### config.mk
export PLATFORM = sky130hd
export DESIGN_NAME = rv_decode_stage
export DESIGN_NICKNAME = d
export VERILOG_FILES = /design/src/rtl/rv_decode_stage.sv
export SDC_FILE = /design/constraint.sdc
export NUM_CORES = 1
export LEC_CHECK = 0
export CELL_PAD_IN_SITES_DETAIL_PLACEMENT = 1
export CELL_PAD_IN_SITES_GLOBAL_PLACEMENT = 2
export CORE_MARGIN = 2
export CORE_UTILIZATION = 32
export CTS_BUF_LIST = sky130_fd_sc_hd__clkbuf_4 sky130_fd_sc_hd__clkbuf_8 sky130_fd_sc_hd__clkbuf_16
export CTS_CLUSTER_DIAMETER = 40
export DETAILED_ROUTE_END_ITERATION = 10
export GPL_ROUTABILITY_DRIVEN = 0
export PLACE_DENSITY = 0.91
export SYNTH_ARGS = -nofsm -noshare
export SYNTH_HDL_FRONTEND = slang
export SYNTH_SLANG_ARGS = --single-unit
### constraint.sdc
create_clock -name clk -period 8.8 [get_ports clk]
set_input_delay 2.2 -clock clk [delete_from_list [all_inputs] [get_ports clk]]
set_output_delay 2.2 -clock clk [all_outputs]
set_load 0.005 [all_outputs]
### src/rtl/rv_decode_stage.sv
// RV32I/RV64I decode stage: combinational RF addresses, registered decode bundle.
// Valid/ready toward fetch and execute, optional one-entry skid, optional M ops.
module rv_decode_stage #(
  parameter int unsigned XLEN = 32,
  parameter int unsigned PC_W = 32,
  parameter bit          SKID = 1'b1,
  parameter bit          EN_M = 1'b0
) (
  input  logic            clk,
  input  logic            reset,
  input  logic            in_valid,
  output logic            in_ready,
  input  logic [31:0]     in_inst,
  input  logic [PC_W-1:0] in_pc,
  input  logic            flush,
  output logic [4:0]      rf_rs1_addr,
  output logic [4:0]      rf_rs2_addr,
  output logic            out_valid,
  input  logic            out_ready,
  output logic [PC_W-1:0] out_pc,
  output logic [4:0]      out_rs1,
  output logic [4:0]      out_rs2,
  output logic [4:0]      out_rd,
  output logic [2:0]      out_funct3,
  output logic [XLEN-1:0] out_imm,
  output logic [23:0]     out_alu,
  output logic [10:0]     out_type,
  output logic            out_illegal
);

  typedef struct packed {
    logic [PC_W-1:0] pc;
    logic [4:0]      rs1;
    logic [4:0]      rs2;
    logic [4:0]      rd;
    logic [2:0]      funct3;
    logic [XLEN-1:0] imm;
    logic [23:0]     alu;
    logic [10:0]     typ;
    logic            ill;
  } pay_t;

  localparam logic [6:0] OP_R     = 7'h33;
  localparam logic [6:0] OP_I     = 7'h13;
  localparam logic [6:0] OP_BR    = 7'h63;
  localparam logic [6:0] OP_LD    = 7'h03;
  localparam logic [6:0] OP_ST    = 7'h23;
  localparam logic [6:0] OP_JAL   = 7'h6f;
  localparam logic [6:0] OP_JALR  = 7'h67;
  localparam logic [6:0] OP_LUI   = 7'h37;
  localparam logic [6:0] OP_AUIPC = 7'h17;
  localparam logic [6:0] OP_SYS   = 7'h73;
  localparam logic [6:0] OP_FENCE = 7'h0f;

  localparam logic [4:0] A_ADD  = 5'd0;
  localparam logic [4:0] A_SUB  = 5'd1;
  localparam logic [4:0] A_SLL  = 5'd2;
  localparam logic [4:0] A_SLT  = 5'd3;
  localparam logic [4:0] A_SLTU = 5'd4;
  localparam logic [4:0] A_XOR  = 5'd5;
  localparam logic [4:0] A_SRL  = 5'd6;
  localparam logic [4:0] A_SRA  = 5'd7;
  localparam logic [4:0] A_OR   = 5'd8;
  localparam logic [4:0] A_AND  = 5'd9;
  localparam logic [4:0] A_EQ   = 5'd10;
  localparam logic [4:0] A_NE   = 5'd11;
  localparam logic [4:0] A_LT   = 5'd12;
  localparam logic [4:0] A_GE   = 5'd13;
  localparam logic [4:0] A_LTU  = 5'd14;
  localparam logic [4:0] A_GEU  = 5'd15;
  localparam logic [4:0] A_MUL  = 5'd16;

  localparam logic [3:0] T_R     = 4'd0;
  localparam logic [3:0] T_I     = 4'd1;
  localparam logic [3:0] T_BR    = 4'd2;
  localparam logic [3:0] T_LD    = 4'd3;
  localparam logic [3:0] T_ST    = 4'd4;
  localparam logic [3:0] T_JAL   = 4'd5;
  localparam logic [3:0] T_JALR  = 4'd6;
  localparam logic [3:0] T_LUI   = 4'd7;
  localparam logic [3:0] T_AUIPC = 4'd8;
  localparam logic [3:0] T_SYS   = 4'd9;
  localparam logic [3:0] T_FENCE = 4'd10;

  function automatic logic [XLEN-1:0] sx(input logic [31:0] v);
    return XLEN'($signed(v));
  endfunction

  logic [6:0]  opc;
  logic [6:0]  f7;
  logic [2:0]  f3;
  logic [31:0] imm_i;
  logic [31:0] imm_s;
  logic [31:0] imm_b;
  logic [31:0] imm_j;
  logic [31:0] imm_u;

  assign opc   = in_inst[6:0];
  assign f3    = in_inst[14:12];
  assign f7    = in_inst[31:25];
  assign imm_i = {{20{in_inst[31]}}, in_inst[31:20]};
  assign imm_s = {{20{in_inst[31]}}, in_inst[31:25], in_inst[11:7]};
  assign imm_b = {{19{in_inst[31]}}, in_inst[31], in_inst[7],
                  in_inst[30:25], in_inst[11:8], 1'b0};
  assign imm_j = {{11{in_inst[31]}}, in_inst[31], in_inst[19:12],
                  in_inst[20], in_inst[30:21], 1'b0};
  assign imm_u = {in_inst[31:12], 12'h000};

  assign rf_rs1_addr = in_inst[19:15];
  assign rf_rs2_addr = in_inst[24:20];

  logic [4:0] base_op;
  logic [4:0] br_op;

  always_comb begin
    unique case (f3)
      3'b000:  base_op = A_ADD;
      3'b001:  base_op = A_SLL;
      3'b010:  base_op = A_SLT;
      3'b011:  base_op = A_SLTU;
      3'b100:  base_op = A_XOR;
      3'b101:  base_op = A_SRL;
      3'b110:  base_op = A_OR;
      default: base_op = A_AND;
    endcase
  end

  always_comb begin
    case (f3)
      3'b001:  br_op = A_NE;
      3'b100:  br_op = A_LT;
      3'b101:  br_op = A_GE;
      3'b110:  br_op = A_LTU;
      3'b111:  br_op = A_GEU;
      default: br_op = A_EQ;
    endcase
  end

  logic [4:0]      aidx;
  logic [3:0]      tidx;
  logic            ill;
  logic [XLEN-1:0] imm;

  always_comb begin
    aidx = A_ADD;
    tidx = T_R;
    ill  = 1'b0;
    imm  = '0;
    case (opc)
      OP_R: begin
        if (f7 == 7'h00) aidx = base_op;
        else if (f7 == 7'h20 && f3 == 3'b000) aidx = A_SUB;
        else if (f7 == 7'h20 && f3 == 3'b101) aidx = A_SRA;
        else if (f7 == 7'h01 && EN_M) aidx = A_MUL + {2'b00, f3};
        else ill = 1'b1;
      end
      OP_I: begin
        tidx = T_I;
        imm  = sx(imm_i);
        aidx = base_op;
        // shifts: upper bits carry only the arithmetic flag and shamt[5]
        if (f3 == 3'b001 || f3 == 3'b101) begin
          if (in_inst[31:26] != 6'b000000 &&
              in_inst[31:26] != 6'b010000) ill = 1'b1;
          if (XLEN == 32 && in_inst[25]) ill = 1'b1;
          if (f3 == 3'b101 && in_inst[30]) aidx = A_SRA;
        end
      end
      OP_BR: begin
        tidx = T_BR;
        imm  = sx(imm_b);
        aidx = br_op;
        if (f3 == 3'b010 || f3 == 3'b011) ill = 1'b1;
      end
      OP_LD: begin
        tidx = T_LD;
        imm  = sx(imm_i);
        if (XLEN == 32 && (f3 == 3'b011 || f3[2:1] == 2'b11))
          ill = 1'b1;
      end
      OP_ST: begin
        tidx = T_ST;
        imm  = sx(imm_s);
        if (f3 > 3'b010) ill = 1'b1;
      end
      OP_JAL: begin
        tidx = T_JAL;
        imm  = sx(imm_j);
      end
      OP_JALR: begin
        tidx = T_JALR;
        imm  = sx(imm_i);
      end
      OP_LUI: begin
        tidx = T_LUI;
        imm  = sx(imm_u);
      end
      OP_AUIPC: begin
        tidx = T_AUIPC;
        imm  = sx(imm_u);
      end
      OP_SYS: begin
        tidx = T_SYS;
        imm  = XLEN'(in_inst[31:20]);
      end
      OP_FENCE: tidx = T_FENCE;
      default:  ill = 1'b1;
    endcase
  end

  pay_t dec;

  always_comb begin
    dec.pc     = in_pc;
    dec.rs1    = in_inst[19:15];
    dec.rs2    = in_inst[24:20];
    dec.rd     = in_inst[11:7];
    dec.funct3 = f3;
    dec.imm    = imm;
    dec.alu    = ill ? '0 : (24'd1 << aidx);
    dec.typ    = ill ? '0 : (11'd1 << tidx);
    dec.ill    = ill;
  end

  pay_t out_q, out_d;
  pay_t skid_q, skid_d;
  logic out_valid_q, out_valid_d;
  logic skid_valid_q, skid_valid_d;
  logic out_free;
  logic acc;

  assign out_free = !out_valid_q || out_ready;
  assign in_ready = SKID ? !skid_valid_q : out_free;
  assign acc      = in_valid && in_ready;

  always_comb begin
    out_d        = out_q;
    out_valid_d  = out_valid_q;
    skid_d       = skid_q;
    skid_valid_d = skid_valid_q;
    if (flush) begin
      out_valid_d  = 1'b0;
      skid_valid_d = 1'b0;
    end else if (out_free) begin
      // a full skid blocks in_ready, so it never competes with acc
      if (skid_valid_q) begin
        out_d        = skid_q;
        out_valid_d  = 1'b1;
        skid_valid_d = 1'b0;
      end else begin
        out_valid_d = acc;
        if (acc) out_d = dec;
      end
    end else if (SKID && acc) begin
      skid_d       = dec;
      skid_valid_d = 1'b1;
    end
  end

  always_ff @(posedge clk or posedge reset) begin
    if (reset) begin
      out_q        <= '0;
      out_valid_q  <= 1'b0;
      skid_q       <= '0;
      skid_valid_q <= 1'b0;
    end else begin
      out_q        <= out_d;
      out_valid_q  <= out_valid_d;
      skid_q       <= skid_d;
      skid_valid_q <= skid_valid_d;
    end
  end

  assign out_valid   = out_valid_q;
  assign out_pc      = out_q.pc;
  assign out_rs1     = out_q.rs1;
  assign out_rs2     = out_q.rs2;
  assign out_rd      = out_q.rd;
  assign out_funct3  = out_q.funct3;
  assign out_imm     = out_q.imm;
  assign out_alu     = out_q.alu;
  assign out_type    = out_q.typ;
  assign out_illegal = out_q.ill;

endmodule

==> reports/results.md, run 1 <==
• 0.00423 mm2 — total area of multi-input combinational cells
• 9348 — number of global-route vias before repair
• 7 — top fanout value on the critical path
• 0 — quantity of hold-fixing buffers added after cts
• 0.0164 ns — Clock Skew
• skid_q[38] — launch instance of the worst min-delay path
• 0 — gr ovfl total
• output pin — Worst Setup End Kind
• 0.469 ns — smallest hold slack
• 31.8 mm — DRT Wirelength
• 0.00590 uW — leakage power total
• 0.543 — area share of the largest cell type after synthesis
• 1122 — post-synthesis cell count
• 222 — register bit total from synthesis
• 61 — count of distinct cell types in the synthesized netlist
• 0.71 ns — Max stage delay on crit path
• 0 ns — summed negative setup slack over all endpoints
• 0.00171 — area share of xor/xnor cells in the synthesized design
• 175 MHz — top achievable clock speed
• dfrtp_1 — dominant cell type by area after synthesis
• 108 — pin count of the biggest net entering global routing
• 0.194 — total global routing track utilization
• 0.0620 — mux cell area share after synthesis
• 0 — yosys synthesis warning count
• 1.00 — asr flop ratio synth
• 0.648 — share of the clock period used by the worst path after layout
• false — setup repair after global routing missed its margin
• 190 — Port-buffer cells
• clkdlybuf4s50_1, clkdlybuf4s50_1 — sequence of cells on the critical path
• 3.51 ns — endpoint arrival time on the critical path
• 2 — worst hold path depth
• 0 — hold violation count in the final report
• 183 um — Die Width
• 2 — buffer and inverter count on the worst path
• 5.07 — Vias/cell
• 0 — max-cap viol count
• 5 — depth of the worst register-to-register path
• skid_q[38] — Hold Path End
• complete, no violations — outcome
• 0 — antenna violations before repair
• simple AND/OR/NAND/NOR gates — combinational family with the most area after synthesis
• 0.000135 V — Max rail drop VDD
• clkdlybuf4s50_1 — cell type of the slowest stage on the worst timing path
• 0.0123 mm2 — Area after DPL
• buffers and inverters — Top Family by Delay on Critical Path
• dfrtp_1 — leading register cell type out of synthesis
• 0.324 — starting density of the core
• 9.12 um2 — mean post-synth cell area
• 5.71 ns — minimum clock period after layout
• 4 — drt pass-1 iters
• 0.05 ns — clock slew at the register clock pins of the worst setup and hold paths
• 0.0921 — share of final-layout standard cells stronger than drive strength 1
• 0.158 — Synth Area in Compound Gates
• 0 — final-report max-slew violation count
• 0 — DRC violations left
• primary input — launching element type of the critical path
• 0.0316 mm2 — Placeable Area
• 65 — count of standard-cell rows
• 18.7 um — Avg WL per Cell
• 3 — maximum clock insertion buffer count
• 0.00556 mm2 — area of all sequential standard cells
• 3560 — number of filler cells placed in the layout
• 0.53 ns — clock latency of the later-clocked register in the worst-skew pair
• 8645 — via count of the routed design
• 51.8 mm — global-route wire length before repair
• skid_q[7] — endpoint of the worst register-to-register path
• skid_valid_q — startpoint of the lowest-slack register-to-register path
• 0.0102 mm2 — post-synthesis instance area
• 1339 — net count of the finished layout
• 0 — Antenna Nets Post-Route
• clkbuf_16 — clock root buffer master
• in -> out — type of the worst setup path
• 241 mW/mm2 — Power Dens Cells
• 1.03 ns — slew at the pin closest to its max-slew limit
• dfrtp_1 54%, nand2_1 11%, o21ai_0 6.3% — top area cells in the synthesized netlist
• 2 — maximum level of the CTS H-tree
• in_inst[20] — CP startpoint
• 42 — number of buffers created by CTS
• 5.78 ns — Worst R2R Setup Slack
• 0.543 — share of the yosys chip area belonging to registers
• clkdlybuf4s50_1 — most used cell, CP
• 0 — Post CTS Setup Buffer Count
• 0.0334 mm2 — Die Footprint
• reg -> reg — classification of the worst-slack hold path
• 0 — arithmetic-cell share of the synthesized area counting full adders, half adders and majority gates
• 199 — boundary pin count
• 373 — Iter 0 DRT Violations
• 0 — EDFF count, synth
• 6.60 ns — worst endpoint required time
• 0.316 — max_slew headroom
• 19.6 mm — placed wire-length estimate
• 2 — critical path depth in cells
• 0.0138 mm2 — finished layout cell area
• yes — TritonCTS clock tree
• 0 — CTS resizes
• 0 — final setup vio count
• 0.186 — simple-gate share of the synthesized area
• 34.4% — Layout area overhead
• 0 — antenna diode instance count
• 222 — Sink Count
• 183 um — DIE HEIGHT
## sequential cells by signal (all words and copies together), names as in the netlist, 3 cells and up
signal	flops
out_alu	16
out_funct3	3
out_imm	32
out_pc	32
out_rd	5
out_rs1	5
out_rs2	5
out_type	11
skid_q	110
## cell usage after synthesis (all sizes together), types with 4 or more instances
master,number
nand2,312
dfrtp,222
o21ai,143
a21oi,65
clkbuf,61
nor2,56
mux2i,51
buf,42
nand3,17
o22ai,17
a211oi,13
a31oi,12
mux2,11
nand2b,9
a22oi,7
and2,7
nor3,7
o31ai,5
and3b,4
inv,4
nand3b,4
nor2b,4
nor3b,4
o211ai,4
o41ai,4
or3,4
## kinds of logic after synthesis
group           after synthesis
xor+xnor                      2
buf+inv                     107
other cells                   1
flops                       222
mux                          62
compound gates              283
simple gates                445
## routing by layer
metal / GRT usage / part of all wire
met5: 0 / 0
met4: 0.0560 / 0.022
met3: 0.0485 / 0.058
met2: 0.321 / 0.47
met1: 0.253 / 0.45
## area by class of cell
class | instances | area share
clock buffer | 54 | 0.0861
clock inverter | 23 | 0.0207
inverter | 4 | 0.00164
multi-input combinational | 800 | 0.307
sequential | 222 | 0.404
tap | 402 | 0.0366
timing repair buffer | 200 | 0.144
## per-stage QoR
step	instances	utilization	worst slack, ns	power (uW)
final	1705	0.436	3.09	3310
after floorplan	1129	-	0.522	1430
after global routing	1705	0.436	3.06	3460
after CTS	1705	0.436	3.10	3360
after detailed placement	1628	0.389	3.10	1670
after global placement	1628	0.389	3.11	1650
## layout by cell type (no fill, tap or decap), types with 4 or more instances in the layout
cell / n
nand2_1: 309
dfrtp_1: 221
clkdlybuf4s50_1: 190
o21ai_0: 128
a21oi_1: 65
nor2_1: 56
mux2i_1: 51
clkbuf_16: 42
nand3_1: 17
o21ai_1: 14
a211oi_1: 13
o22ai_1: 13
a31oi_1: 12
mux2_2: 11
buf_4: 10
nand2b_1: 9
conb_1: 8
clkinv_2: 8
nor3_1: 7
a22oi_1: 7
clkbuf_8: 7
o31ai_1: 5
bufinv_16: 5
clkbuf_4: 5
nor2b_1: 4
and3b_1: 4
o41ai_1: 4
o211ai_1: 4
o22ai_2: 4
and2_1: 4
clkinvlp_4: 4
## how the worst max path moves through the flow
stage | end | slack [ns]
floorplan | out_alu[0] | 0.52
global placement | rf_rs2_addr[0] | 3.11
CTS | rf_rs2_addr[0] | 3.10
global route | rf_rs2_addr[0] | 3.06
finish | rf_rs2_addr[0] | 3.09
detailed placement | rf_rs2_addr[0] | 3.10
## power by group
group          internal [uW]  switching, uW
logic                    215            199
clock network           1100            561
registers               1160           75.7
Power figures use the tool's default switching activity.
==> inputs of run 2 (changes only) <==
Settings changed: CORE_UTILIZATION 32 to 28, PLACE_DENSITY 0.91 to 0.85.
Clock period 8.8 ns to 4.7 ns, I/O delays scaled along.
==> run 2 against run 1 <==
Hold slack gained 0.0021 ns. Routed wire length rose by 0.76%. Total power rose by 93%. Final area grew 2.0%.
==> reports/results.md, run 2 (same netlist as run 1, synthesis figures left out) <==
• complete, no violations — outcome
• 0 — Antenna Nets Post-Route, unchanged
• 0.0381 mm2 — Die Footprint, +14%
• 1560 uW — Sw Pwr, +86%
• 0.243 — Sw Ratio, -0.00935
• reg -> reg — classification of the worst-slack hold path
• 309 x nand2_1, 221 x dfrtp_1, 190 x clkdlybuf4s50_1, 128 x o21ai_0, 65 x a21oi_1 — commonest cells after routing, fill and taps aside
• 0.52 ns — clock latency of the later-clocked register in the worst-skew pair, about the same
• 3.68 ns — minimum clock period after layout
• 42 — number of buffers created by CTS, unchanged
• 0.00600 uW — leakage power total, +1.6%
• 0 — quantity of hold-fixing buffers added after cts, unchanged
• 0.518 — Clock Power Share, +0.015
• 0.0199 ns — Clock Skew, +0.00353 ns
• 0.369 — max_slew headroom, +0.0529
• 195 um — Die Width, +6.8%
• 18.0 um — Avg WL per Cell, -3.4%
• 2 — maximum level of the CTS H-tree, unchanged
• nand2_1 — most common cell after layout, fill and taps aside
• 0 — max-cap viol count, unchanged
• 1347 — net count of the finished layout, +0.60%
• 52.1 mm — global-route wire length before repair, +0.56%
• 13 — top fanout value on the critical path, +6
• 5.09 ns — worst endpoint required time, -1.51 ns
• clkbuf_16 — clock root buffer master
• 1.02 ns — final critical-path setup slack, -2.08 ns
• 4.90 — Vias/cell, -3.4%
• 37.1% — Layout area overhead
• false — setup repair after global routing missed its margin
• register — Worst Setup End Kind
• 0 — hold violation count in the final report, unchanged
• 222 — Sink Count, unchanged
• 0.361 — power share of the sequential group, -0.011
• 0.471 ns — smallest hold slack, +0.00209 ns
• 334 — Iter 0 DRT Violations, -10%
• 0.000243 V — Max rail drop VDD, +80%
• 0 — antenna diode instance count, unchanged
• 21.0 mm — placed wire-length estimate, +7.0%
• 190 — Port-buffer cells, unchanged
• 0.475 ns — Placement Setup Slack, -2.62 ns
• 0.0363 mm2 — Placeable Area, +15%
• 0 — final setup vio count, unchanged
• 4840 uW — Pint, +96%
• 4.07 ns — endpoint arrival time on the critical path, +0.56 ns
• 0.282 — starting density of the core, -0.0428
• 0 — gr ovfl total, unchanged
• 114 — pin count of the biggest net entering global routing, +5.6%
• 0 — CTS resizes, unchanged
• 70 — count of standard-cell rows, +7.7%
• 9259 — number of global-route vias before repair, -0.95%
• 8717 — via count of the routed design, +0.83%
• 0 — Post CTS Setup Buffer Count, unchanged
• 110 — flip-flop count of the largest register after layout, unchanged
• 3 — maximum clock insertion buffer count, unchanged
• 199 — boundary pin count, unchanged
• 0.170 — total global routing track utilization, -0.0241
• 1 — antenna violations before repair, +1
• 0.946 ns — slew at the pin closest to its max-slew limit, -0.0794 ns
• 0 — DRC violations left, unchanged
• yes — TritonCTS clock tree
• 456 mW/mm2 — Power Dens Cells, +90%
• 32.1 mm — DRT Wirelength, +0.76%
• primary input — launching element type of the critical path
• 0 — final-report max-slew violation count, unchanged
• skid_q — Largest Register
• 0.122 — share of power burned in combinational logic, -0.003
• 0.0976 — share of final-layout standard cells stronger than drive strength 1, +0.00554
• in -> reg — type of the worst setup path
• 4 — drt pass-1 iters, unchanged
• 195 um — DIE HEIGHT, +6.8%
• 0.386 — final standard cell utilization of the core, -0.0498
• 0.05 ns — clock slew at the register clock pins of the worst setup and hold paths, about the same
• 272 MHz — top achievable clock speed
• 0.784 — share of the clock period used by the worst path after layout
• 0 ns — summed negative setup slack over all endpoints, unchanged
## run 2: critical path: stages
cell,delay [ns]
clkdlybuf4s50_1,0.74
nand4bb_1,0.43
nor3_1,0.13
o21ai_1,0.76
nand2_1,0.43
a211oi_1,0.28
o21ai_0,0.13
## run 2: worst paths after layout
kind                         startpoint           to  slack, ns  depth (start not counted)
setup / recovery             in_inst[3]  out_imm[28]       1.02                          7
hold / removal              skid_q[111]  skid_q[111]       0.47                          2
setup reg to reg           skid_valid_q   out_alu[0]       1.91                          6
hold reg to reg             skid_q[111]  skid_q[111]       0.47                          2
max in group asynchronous         reset   skid_q[53]       2.68                          3
min in group asynchronous         reset   skid_q[56]       0.98                          2
## run 2: power groups by stage
stage | Clock, uW | Combinational (uW) | Sequential [uW]
3_5_place_dp | 0 | 791 | 2340
5_1_grt | 3480 | 876 | 2340
4_1_cts | 3400 | 798 | 2310
2_1_floorplan | 0 | 357 | 2310
6_report | 3310 | 778 | 2310
3_3_place_gp | 0 | 769 | 2330
## run 2: through the flow
| stage | cell area (um2) | power, uW | cells |
|---|---|---|---|
| after floorplan | 10300 | 2670 | 1129 |
| after global placement | 12500 | 3100 | 1702 |
| after detailed placement | 12500 | 3130 | 1702 |
| after CTS | 14000 | 6510 | 1779 |
| after global routing | 14000 | 6710 | 1779 |
| final | 14000 | 6400 | 1779 |
## run 2: layout make-up
cell class,count,area (um2)
inverter,4,18.8
tap,468,586
clock inverter,27,394
clock buffer,50,1170
sequential,222,5560
timing repair buffer,208,2090
multi-input combinational,800,4230
fill,4060,22300
## run 2: routing by layer
layer	up-vias	routed length, um	GRT usage
li1	4115	-	-
met1	4358	14500	0.228
met2	194	15000	0.276
met3	50	2130	0.0442
met4	0	516	0.0401
met5	-	0	0
==> inputs of run 3 (changes only) <==
Clock period 4.7 ns to 3.1 ns, I/O delays scaled along.
==> run 3 against run 2 <==
First-iteration DRC count fell by 1.8%. Sequential power rose by 52%. Hold slack got worse by 0.0034 ns. Critical path type is now in -> out. Worst setup slack got worse by 0.60 ns.
==> reports/results.md, run 3 (same netlist as run 1, synthesis figures left out) <==
• complete, no violations — outcome
• 2.68 ns — minimum clock period after layout
• 199 — boundary pin count, unchanged
• 0.812 ns — slew at the pin closest to its max-slew limit, -0.134 ns
• 3 — maximum clock insertion buffer count, unchanged
• in -> out — type of the worst setup path
• reg -> reg — classification of the worst-slack hold path
• 0 — CTS resizes, unchanged
• 0.0363 mm2 — Placeable Area, unchanged
• 0 — hold violation count in the final report, unchanged
• 21.9 mm — placed wire-length estimate, +4.1%
• 0.0129 mm2 — Area after DPL, +3.5%
• primary input — launching element type of the critical path
• nand2_1 — most common cell after layout, fill and taps aside
• 0.05 ns — clock slew at the register clock pins of the worst setup and hold paths, about the same
• 0.000309 V — Max rail drop VDD, +27%
• 0 — final setup vio count, unchanged
• clkbuf_16 — clock root buffer master
• clkdlybuf4s50_1 — most used cell, CP
• 0.282 — starting density of the core, unchanged
• 667 mW/mm2 — Power Dens Cells, +46%
• 9567 — number of global-route vias before repair, +3.3%
• 41.2% — Layout area overhead
• 0 — quantity of hold-fixing buffers added after cts, unchanged
• 0 — Post CTS Setup Buffer Count, unchanged
• 0.864 — share of the clock period used by the worst path after layout
• 0.0145 mm2 — finished layout cell area, +3.0%
• 0.00621 uW — leakage power total, +3.6%
• 1.90 ns — endpoint arrival time on the critical path, -2.17 ns
• 222 — Sink Count, unchanged
• clkdlybuf4s50_1, clkdlybuf4s50_1 — sequence of cells on the critical path
• 0.0381 mm2 — Die Footprint, unchanged
• 2 — buffer and inverter count on the worst path, +1
• 0 — DRC violations left, unchanged
• 1750 — Inst Count DP, +2.8%
• 33.3 mm — DRT Wirelength, +3.9%
• 2 — maximum level of the CTS H-tree, unchanged
• 4 — top fanout value on the critical path, -9
• 190 — Port-buffer cells, unchanged
• 0.457 — max_slew headroom, +0.0875
• 1396 — net count of the finished layout, +3.6%
• 1831 — post-route non-filler standard cell count, +2.9%
• buffers and inverters — Top Family by Delay on Critical Path
• output pin — Worst Setup End Kind
• 0 — final-report max-slew violation count, unchanged
• 18.2 um — Avg WL per Cell, +0.95%
• 195 um — Die Width, unchanged
• 54.2 mm — global-route wire length before repair, +4.2%
• 8910 — via count of the routed design, +2.2%
• 4 — drt pass-1 iters, unchanged
• 0.468 ns — smallest hold slack, -0.00345 ns
• 0 — gr ovfl total, unchanged
• 110 — flip-flop count of the largest register after layout, unchanged
• skid_q — Largest Register
• 70 — count of standard-cell rows, unchanged
• 0 — Antenna Nets Post-Route, unchanged
• 4.87 — Vias/cell, -0.69%
• clkdlybuf4s50_1 — cell type of the slowest stage on the worst timing path
• 0.0261 ns — Clock Skew, +0.00620 ns
• 309 x nand2_1, 221 x dfrtp_1, 190 x clkdlybuf4s50_1, 128 x o21ai_0, 65 x a21oi_1 — commonest cells after routing, fill and taps aside
• 43 — number of buffers created by CTS, +2.4%
• 0.96 ns — Worst R2R Setup Slack, -0.95 ns
• 0 — max-cap viol count, unchanged
• 328 — Iter 0 DRT Violations, -1.8%
• 0.58 ns — Max stage delay on crit path, -0.18 ns
• 195 um — DIE HEIGHT, unchanged
• 96 — pin count of the biggest net entering global routing, -16%
• 0 — antenna violations before repair, -1
• 0.179 — total global routing track utilization, +0.00931
• yes — TritonCTS clock tree
• 0.55 ns — clock latency of the later-clocked register in the worst-skew pair, +0.03 ns
• false — setup repair after global routing missed its margin
• 0.398 — final standard cell utilization of the core, +0.0115
• 2.32 ns — worst endpoint required time, -2.77 ns
• 0.131 — share of final-layout standard cells stronger than drive strength 1, +0.0338
• 373 MHz — top achievable clock speed
[run 3: cell count changes in the layout (fill, tap and decap cells not counted), sizes merged]
cell,before,now
clkinv,11,6
clkinvlp,4,11
diode,0,1
buf,18,66
inv,7,12
bufinv,9,5
[run 3: final timing paths]
| path | startpoint | endpoint | cells past startpoint |
|---|---|---|---|
| setup / recovery | in_inst[18] | rf_rs1_addr[3] | 2 |
| hold / removal | skid_q[0] | skid_q[0] | 2 |
| setup reg to reg | skid_valid_q | skid_q[105] | 5 |
| hold reg to reg | skid_q[0] | skid_q[0] | 2 |
| max in group asynchronous | reset | skid_q[112] | 3 |
| min in group asynchronous | reset | out_imm[2] | 2 |
[run 3: worst min-delay path: cells and delay by family (launching register included)]
family,cells,cell delay (ns)
AND/OR/NAND/NOR,2,0.10
flip-flops,1,0.33
[run 3: area by class of cell]
| cell class | instances | area (um2) |
|---|---|---|
| repair buffers | 256 | 2520 |
| flip-flops and latches | 222 | 5560 |
| diodes | 1 | 2.50 |
| fillers | 4135 | 21900 |
| well taps | 468 | 586 |
| multi-input cells | 800 | 4230 |
| inverters | 4 | 18.8 |
| clock inverters | 30 | 363 |
| clock buffers | 50 | 1180 |
[run 3: stage by stage]
step	total power, uW	setup WS, ns	TNS (ns)
floorplan	4050	-0.571	-126.77
global placement	4740	0.00547	0
detailed placement	4800	-0.0458	-0.195
CTS	9800	0.385	0
global route	10100	0.274	0
finish	9640	0.421	0
[run 3: report_power, final]
group	switching [uW]	leakage [uW]	internal (uW)	total (uW)
sequential	221	0.00287	3280	3500
clock	1720	0.000729	3190	4910
combinational	574	0.00261	657	1230
[run 3: metal layers]
layer,share of wire,global-route usage,vias to the layer above
li1,-,-,4220
met1,0.45,0.240,4436
met2,0.47,0.284,208
met3,0.067,0.0525,46
met4,0.018,0.0472,0
met5,0,0,-
